<file path="config.mk">
export PLATFORM = sky130hd
export DESIGN_NAME = z80_bus_arbiter
export DESIGN_NICKNAME = d
export VERILOG_FILES = /design/src/rtl/z80_bus_arbiter.sv
export SDC_FILE = /design/constraint.sdc
export NUM_CORES = 1
export LEC_CHECK = 0
export ABC_AREA = 0
export CAP_MARGIN = 30
export CORE_MARGIN = 4
export CORE_UTILIZATION = 26
export DETAILED_ROUTE_END_ITERATION = 16
export PLACE_DENSITY = 0.45
export SLEW_MARGIN = 20
export SYNTH_ARGS = -nofsm -noshare
export SYNTH_HDL_FRONTEND = slang
export SYNTH_SLANG_ARGS = --single-unit
</file>
<file path="constraint.sdc">
create_clock -name MCLK -period 1.4 [get_ports MCLK]
set_input_delay 0.14 -clock MCLK [delete_from_list [all_inputs] [get_ports MCLK]]
set_output_delay 0.14 -clock MCLK [all_outputs]
set_load 0.005 [all_outputs]
</file>
<file path="src/rtl/z80_bus_arbiter.sv">
// ----------------------------------------------------------------------------
// z80_bus_arbiter
//
// Lets a host CPU take over the address space of a slave Z80. The block
// generates the Z80 clock, applies a stretched Z80 reset, and runs the
// BUSRQ/BUSAK handshake that grants the bus to the host.
//
// Parameters
//   DIV      Z80 clock divide ratio in MCLK cycles (4..31)
//   HIGH     MCLK cycles per period with z80_clk high (1..DIV-1)
//   RST_MIN  minimum Z80 reset width in z80_clk rising edges (1..15)
//
// Ports
//   MCLK           master clock, every register updates on its rising edge
//   rst            synchronous active-high reset
//   busreq_wr/din  host write of the bus-request bit (1 = request the bus)
//   zreset_wr/din  host write of the Z80 reset bit (0 = hold, 1 = release)
//   z80_busak_n    Z80 BUSAK, active low, asynchronous to MCLK
//   access_req     host access to Z80 address space this cycle
//   z80_clk        Z80 CLK
//   z80_busrq_n    Z80 BUSRQ, active low
//   z80_reset_n    Z80 RESET, active low
//   bus_granted    host currently owns the Z80 bus
//   busreq_status  host read-back bit, always ~bus_granted
//   access_ok      registered access_req & bus_granted
//   access_err     registered access_req & ~bus_granted
// ----------------------------------------------------------------------------
module z80_bus_arbiter #(
    parameter int unsigned DIV     = 15,
    parameter int unsigned HIGH    = 7,
    parameter int unsigned RST_MIN = 3
) (
    input  logic MCLK,
    input  logic rst,
    input  logic busreq_wr,
    input  logic busreq_din,
    input  logic zreset_wr,
    input  logic zreset_din,
    input  logic z80_busak_n,
    input  logic access_req,
    output logic z80_clk,
    output logic z80_busrq_n,
    output logic z80_reset_n,
    output logic bus_granted,
    output logic busreq_status,
    output logic access_ok,
    output logic access_err
);

    // 5 bits cover the whole DIV range, 4 bits the whole RST_MIN range.
    localparam int CW = 5;
    localparam int SW = 4;

    localparam logic [CW-1:0] CNT_LAST = CW'(DIV - 1);
    localparam logic [CW-1:0] CNT_HIGH = CW'(HIGH);
    localparam logic [SW-1:0] SCNT_INIT = SW'(RST_MIN);

    typedef enum logic [1:0] {
        ST_RUN   = 2'd0,
        ST_REQ   = 2'd1,
        ST_GRANT = 2'd2,
        ST_REL   = 2'd3
    } state_t;

    // ------------------------------------------------------------------------
    // Clock divider
    // ------------------------------------------------------------------------
    logic [CW-1:0] cnt_q, cnt_d;
    logic          z80_clk_q, z80_clk_d;
    logic          zrise;

    // zrise marks the MCLK edge on which cnt wraps to 0, which is also the
    // edge on which z80_clk goes high.
    assign zrise = (cnt_q == CNT_LAST);

    // NOTE: every variable driven in an always_comb gets a value on all paths
    // (here by construction, elsewhere by a default first); a missing branch
    // would infer a latch.
    always_comb begin
        cnt_d     = zrise ? '0 : cnt_q + CW'(1);
        // Registered from the next count so z80_clk always matches cnt_q.
        z80_clk_d = (cnt_d < CNT_HIGH);
    end

    // ------------------------------------------------------------------------
    // Host registers and Z80 reset stretch
    // ------------------------------------------------------------------------
    logic          req_q, req_d;
    logic          rel_q, rel_d;
    logic [SW-1:0] scnt_q, scnt_d;
    logic          reset_n_q, reset_n_d;

    always_comb begin
        req_d  = busreq_wr ? busreq_din : req_q;
        rel_d  = zreset_wr ? zreset_din : rel_q;
        scnt_d = scnt_q;
        // A fresh assertion restarts the stretch even if it lands on a zrise.
        if (zreset_wr && !zreset_din && rel_q) begin
            scnt_d = SCNT_INIT;
        end else if (zrise && (scnt_q != '0)) begin
            scnt_d = scnt_q - SW'(1);
        end
        // Built from next-state values so RESET releases on the very edge the
        // last stretch count expires.
        reset_n_d = rel_d && (scnt_d == '0);
    end

    // ------------------------------------------------------------------------
    // BUSAK synchronizer
    // ------------------------------------------------------------------------
    logic ak_meta_q;
    logic ak_s_q;

    // ------------------------------------------------------------------------
    // Handshake FSM
    // ------------------------------------------------------------------------
    state_t state_q, state_d;
    logic   busrq_n_q, busrq_n_d;
    logic   granted_q, granted_d;

    always_comb begin
        state_d = state_q;
        unique case (state_q)
            ST_RUN: begin
                if (req_q) begin
                    state_d = ST_REQ;
                end
            end
            ST_REQ: begin
                // Withdrawal wins over a grant arriving in the same cycle.
                // A Z80 held in reset cannot drive the bus, so it counts as
                // an acknowledge.
                if (!req_q) begin
                    state_d = ST_RUN;
                end else if (!ak_s_q || !reset_n_q) begin
                    state_d = ST_GRANT;
                end
            end
            ST_GRANT: begin
                if (!req_q) begin
                    state_d = ST_REL;
                end
            end
            ST_REL: begin
                // A new request waits in req_q until RUN picks it up.
                if (ak_s_q || !reset_n_q) begin
                    state_d = ST_RUN;
                end
            end
            default: state_d = ST_RUN;
        endcase

        // Outputs are decoded from the state being entered and registered,
        // so they change together with state_q.
        busrq_n_d = !((state_d == ST_REQ) || (state_d == ST_GRANT));
        granted_d = (state_d == ST_GRANT);
    end

    // ------------------------------------------------------------------------
    // Registers
    // ------------------------------------------------------------------------
    logic access_ok_q;
    logic access_err_q;

    // NOTE: sequential state uses non-blocking assignments so every register
    // samples the pre-edge values regardless of statement order.
    always_ff @(posedge MCLK) begin
        if (rst) begin
            cnt_q        <= '0;
            z80_clk_q    <= 1'b1;
            req_q        <= 1'b0;
            rel_q        <= 1'b0;
            scnt_q       <= SCNT_INIT;
            reset_n_q    <= 1'b0;
            ak_meta_q    <= 1'b1;
            ak_s_q       <= 1'b1;
            state_q      <= ST_RUN;
            busrq_n_q    <= 1'b1;
            granted_q    <= 1'b0;
            access_ok_q  <= 1'b0;
            access_err_q <= 1'b0;
        end else begin
            cnt_q        <= cnt_d;
            z80_clk_q    <= z80_clk_d;
            req_q        <= req_d;
            rel_q        <= rel_d;
            scnt_q       <= scnt_d;
            reset_n_q    <= reset_n_d;
            ak_meta_q    <= z80_busak_n;
            ak_s_q       <= ak_meta_q;
            state_q      <= state_d;
            busrq_n_q    <= busrq_n_d;
            granted_q    <= granted_d;
            access_ok_q  <= access_req & granted_q;
            access_err_q <= access_req & ~granted_q;
        end
    end

    assign z80_clk       = z80_clk_q;
    assign z80_busrq_n   = busrq_n_q;
    assign z80_reset_n   = reset_n_q;
    assign bus_granted   = granted_q;
    assign busreq_status = ~granted_q;
    assign access_ok     = access_ok_q;
    assign access_err    = access_err_q;

endmodule

</file>
* Word level (Yosys, flattened, before mapping)
Cells that the tools add are included.
Widths: inputs -> output; s select.
** Word-level totals
- Flip-flop bits (word level) :: 21
- Output and inout port bits :: 7
- Word-level logic and storage cells :: 49
** Cells by class
- Add/subtract/negate cells :: 2
- $lt $le $gt $ge :: 1
- Equal/unequal tests :: 6
- Muxes and demuxes :: 10
- Bitwise logic cells :: 3
- Reductions and logical operators :: 14
** Operators by type and width (number)
- $mux 2 :: 5
- $mux 4 :: 2
- $pmux 2 s4 :: 1
- $eq 2x2->1 const B :: 3
- $add 5x1->5 const B :: 1
- $eq 5x4->1 const B :: 1
- $lt 5x3->1 const B :: 1
- $mux 5 :: 1
- $eq 2x1->1 const B :: 2
- $logic_and 1x1->1 :: 4
- $logic_not 1->1 :: 4
- $logic_not 4->1 :: 1
- $reduce_bool 4->1 :: 1
- $sub 4x1->4 const B :: 1
- $logic_or 1x1->1 :: 3
- $and 1x1->1 :: 2
- $logic_not 2->1 :: 1
- $mux 1 :: 1
- $not 1->1 :: 1

* Longest topological paths before layout
- Depth after elaboration :: 8
- Depth in mapped cells :: 6
- Depth with buffers taken out :: 6

* Worst setup path before layout
No wires, ideal clock.
- Kind :: flip-flop to flip-flop
- Start point :: register state_q[0]
- End point :: register busrq_n_q, in the netlist z80_busrq_n
- Library setup time :: 123 ps
- Arrival time :: 1264 ps
- Data required time :: 1277 ps
- Setup slack :: 13 ps
- Stages on the path, launching flop included :: 6
- Path buffers :: 0
- Path through :: dfxtp_1 > a21boi_0 > nor2b_1 > a31oi_1 > ha_1 > or2_2
** Between the ends
- Word-level cells in the longest chain between the ends :: 6
- Elaborated cells between the ends (all ways) :: 14
** RTL lines
- start: declaration :: RTL line 117 : state_t state_q, state_d;
- start signal: assignment :: RTL line 191 : state_q <= state_d;
- $mux 2 :: RTL line 135 : end else if (!ak_s_q || !reset_n_q) begin
- $mux 2 :: RTL line 133 : if (!req_q) begin
- $pmux 2 s4 (*) :: RTL line 123 : unique case (state_q)
- $eq 2x1->1 or $eq 2x2->1 (tied branches) :: RTL line 155 : busrq_n_d = !((state_d == ST_REQ) || (state_d == ST_GRANT));
- $logic_or 1x1->1 (*) :: RTL line 155
- $logic_not 1->1 (*) :: RTL line 155
- net busrq_n_d :: RTL line 118 : logic busrq_n_q, busrq_n_d;
- end signal: assignment :: RTL line 192 : busrq_n_q <= busrq_n_d;
- end: declaration :: RTL line 118
The timed path passes the listed nets; every way through them passes the cells marked *.
A chain may end at the register's enable or synchronous reset.

* Final worst setup path
- Start point :: register req_q
- End point :: register busrq_n_q, in the netlist z80_busrq_n
** Between the ends
- Word-level cells in the longest chain between the ends :: 5
- Elaborated cells between the ends (all ways) :: 8
** RTL lines
- start: declaration :: RTL line 88 : logic req_q, req_d;
- start signal: assignment :: RTL line 185 : req_q <= req_d;
- $mux 2 (on tied branches) :: RTL line 140, 125, 133
- $pmux 2 s4 (*) :: RTL line 123
- $eq 2x1->1 or $eq 2x2->1 (tied branches) :: RTL line 155
- $logic_or 1x1->1 (*) :: RTL line 155
- $logic_not 1->1 (*) :: RTL line 155
- net busrq_n_d :: RTL line 118
Marked as above.

==> impl_metrics.csv <==
group,metric,value,unit
routing,avgViaCountPerCell,4.042,
placement,placed_cell_area,1180,um^2
layout,area_delta_synth_final,44.52,%
clock_network,holdBufCountCts,0,
floorplan,rows,20,
clock_network,clock-sinks,21,
floorplan,start_util,0.2825,
synthesis,synthCells,91,
routing,drtPass1Iterations,3,
critical_path,path_cells,"nor2b_4, nor2b_1, a31oi_1, ha_1, or2_4",
placement,dp_cells,161,
global_route,grt_antenna_before_repair,0,
critical_path,crit_type,"reg -> reg",
clock_network,cts_made_buffers,3,
routing,drt-initial-drc-count,12,
layout,layout.nets,136,
global_route,grt_max_degree,14,
synthesis,synthSimpleGateAreaFrac,0.2486,
critical_path,cp_top_family,"simple AND/OR/NAND/NOR gates",
synthesis,ys_ff_latch,21,
synthesis,synth_top_family_by_area,"simple AND/OR/NAND/NOR gates",
layout,drive_gt1_frac,0.3415,
critical_path,cp_data_arrival_time,1.54,ns
power,power_leakage,0.5681,nW
clock_network,clk_path_buf_depth,2,
routing,routed-via-count,675,
placement,post-place-ws,-0.09800,ns
sta,fin_crit_sh,0.9619,
sta,relSlewSlack,0.8155,
sta,fin_hold_ws,0.4242,ns
synthesis,synth_compound_area_frac,0.09972,
floorplan,design.core.area,3153,um^2
sta,fin_crit,1.347,ns
sta,finalHoldViolCount,0,
synthesis,synth_area_per_cell,9.790,um^2
routing,drt-total-wl,1.619,mm
synthesis,synth-adder-area-share,0.05618,
clock_network,clockRootBuffer,"clkbuf_4",
sta,slew_violations,0,
synthesis,yosysSeqAreaShare,0.4719,
synthesis,synth_xor_area_frac,0.02949,
sta,final-setup-viol-count,0,
floorplan,io_pins,15,
clock_network,cts_tree,"yes",
floorplan,die_w,66.54,um
placement,io_buffers,14,
power,power_density,806.8,nW/um^2
sta,setup_slack,0.05339,ns
synthesis,yosysUniqueCellTypes,28,
synthesis,yosys-mux-area-fraction,0.05618,
critical_path,end_kind,"flip-flop",
synthesis,async_flop_share,0,
synthesis,syn_area,890.9,um^2
sta,worstMarginPinSlew,0.2743,ns
min_path,hold_path.class,"reg -> reg",
global_route,grt_usage,0.08471,
clock_network,path_clk_slew,0.11,ns
floorplan,die-area,4427,um^2
power,finalPower,1.039,mW
layout,fin_area,1287,um^2
routing,ant_nets,0,
critical_path,slowest_delay,0.34,ns
routing,drc,0,
outcome,status,"finished, final reports clean",
placement,gp_congestion,0.7050,
sta,setup_tns,0,ns
clock_network,h-tree-depth,1,
global_route,grt_pass1_vias,699,
sta,rsz0062_at_grt,"yes",
clock_network,worstSkewPairLatency,0.29,ns
sta,fin_skew,0.003412,ns
synthesis,synth-main-ff-cell,"dfxtp_1",
power,vdd_drop_max,494.3,uV
layout,utilization,0.4083,
synthesis,synth_fp_nets,103,
routing,wire_per_inst,9.695,um
critical_path,path_buf_inv,0,
synthesis,yosys_warnings,0,
critical_path,path_max_fanout,2,
global_route,grt_pass1_wl,2.863,mm
critical_path,critPathSlowestCell,"dfxtp_2",
synthesis,synth_edf_count,0,
placement,post-dp-hpwl,1.252,mm
job,drv_cap,0,
sta,fmax,742.6,MHz
critical_path,critPathRequiredTime,1.60,ns
critical_path,critPathLaunchType,"flip-flop",
layout,diodes,0,
floorplan,die_height,66.54,um
layout,layout_common_cells,"nor2_1 (14), buf_4 (14), dfxtp_1 (13), clkdlybuf4s50_1 (13), dfxtp_2 (8)",
layout,fin_cells,167,
global_route,overflow,0,
[synthesized netlist by cell type, types with 2 or more instances]
| library cell | n | share of area |
|---|---|---|
| nor2_1 | 14 | 0.059 |
| or2_2 | 3 | 0.021 |
| inv_1 | 8 | 0.034 |
| nand2b_1 | 2 | 0.014 |
| o21ai_0 | 2 | 0.011 |
| nand3_1 | 2 | 0.011 |
| nor2b_1 | 5 | 0.035 |
| dfxtp_1 | 21 | 0.47 |
| nor3_1 | 3 | 0.017 |
| xnor2_1 | 2 | 0.020 |
| mux2i_1 | 5 | 0.056 |
| a31oi_1 | 3 | 0.021 |
| nor3b_1 | 2 | 0.017 |
| and2b_4 | 2 | 0.022 |
| ha_1 | 4 | 0.056 |
[sequential cells by signal (all words and copies together) (netlist names)]
register     count
access_err       1
z80_clk          1
cnt_q            5
bus_granted      1
ak_meta_q        1
ak_s_q           1
state_q          2
z80_busrq_n      1
access_ok        1
req_q            1
scnt_q           4
z80_reset_n      1
rel_q            1
[routing by layer]
| layer | wire [um] | global-route usage | share of wire | up-vias |
|---|---|---|---|---|
| met3 | 68 | 0.03541 | 0.042 | 2 |
| li1 | - | - | - | 369 |
| met4 | 18 | 0.02284 | 0.011 | 0 |
| met5 | 0 | 0 | 0 | - |
| met1 | 828 | 0.1011 | 0.51 | 292 |
| met2 | 703 | 0.1388 | 0.43 | 12 |
[cell families after synthesis]
kind of cell    count (synthesis)
xor+xnor                        3
fa+ha+maj                       4
flops                          21
simple gates                   38
compound gates                 11
buf+inv                         9
mux                             5
[final cells by class]
cell class / count / area [um^2]
fill: 339 / 1866
multi-input combinational: 61 / 490.5
sequential: 21 / 430.4
timing repair buffer: 29 / 255.2
tap: 44 / 55.05
inverter: 8 / 30.03
clock buffer: 4 / 26.28
[power by group]
part / switching (mW) / internal [mW] / total (mW)
logic: 0.0470 / 0.0789 / 0.126
clock network: 0.170 / 0.111 / 0.281
registers: 0.0133 / 0.619 / 0.632
total: 0.230 / 0.808 / 1.04
[path summary, 6_finish.rpt]
| path | start | to | slack (ns) | cells after the start |
|---|---|---|---|---|
| worst max-delay path | req_q | z80_busrq_n | 0.05 | 5 |
| worst min-delay path | ak_meta_q | ak_s_q | 0.42 | 1 |
| worst max register to register | req_q | z80_busrq_n | 0.05 | 5 |
| worst min register to register | ak_meta_q | ak_s_q | 0.42 | 1 |
[repair_timing]
| action | CTS | global route |
|---|---|---|
| endpoints found under the hold margin | 0 | 0 |
| gates cloned | 0 | 0 |
| pin swaps | 2 | 6 |
| resized for setup | 13 | 11 |
| setup endpoints to repair | 3 | 6 |
| setup buffers | 1 | 1 |
No activity file was read; power rests on OpenSTA's default activity.
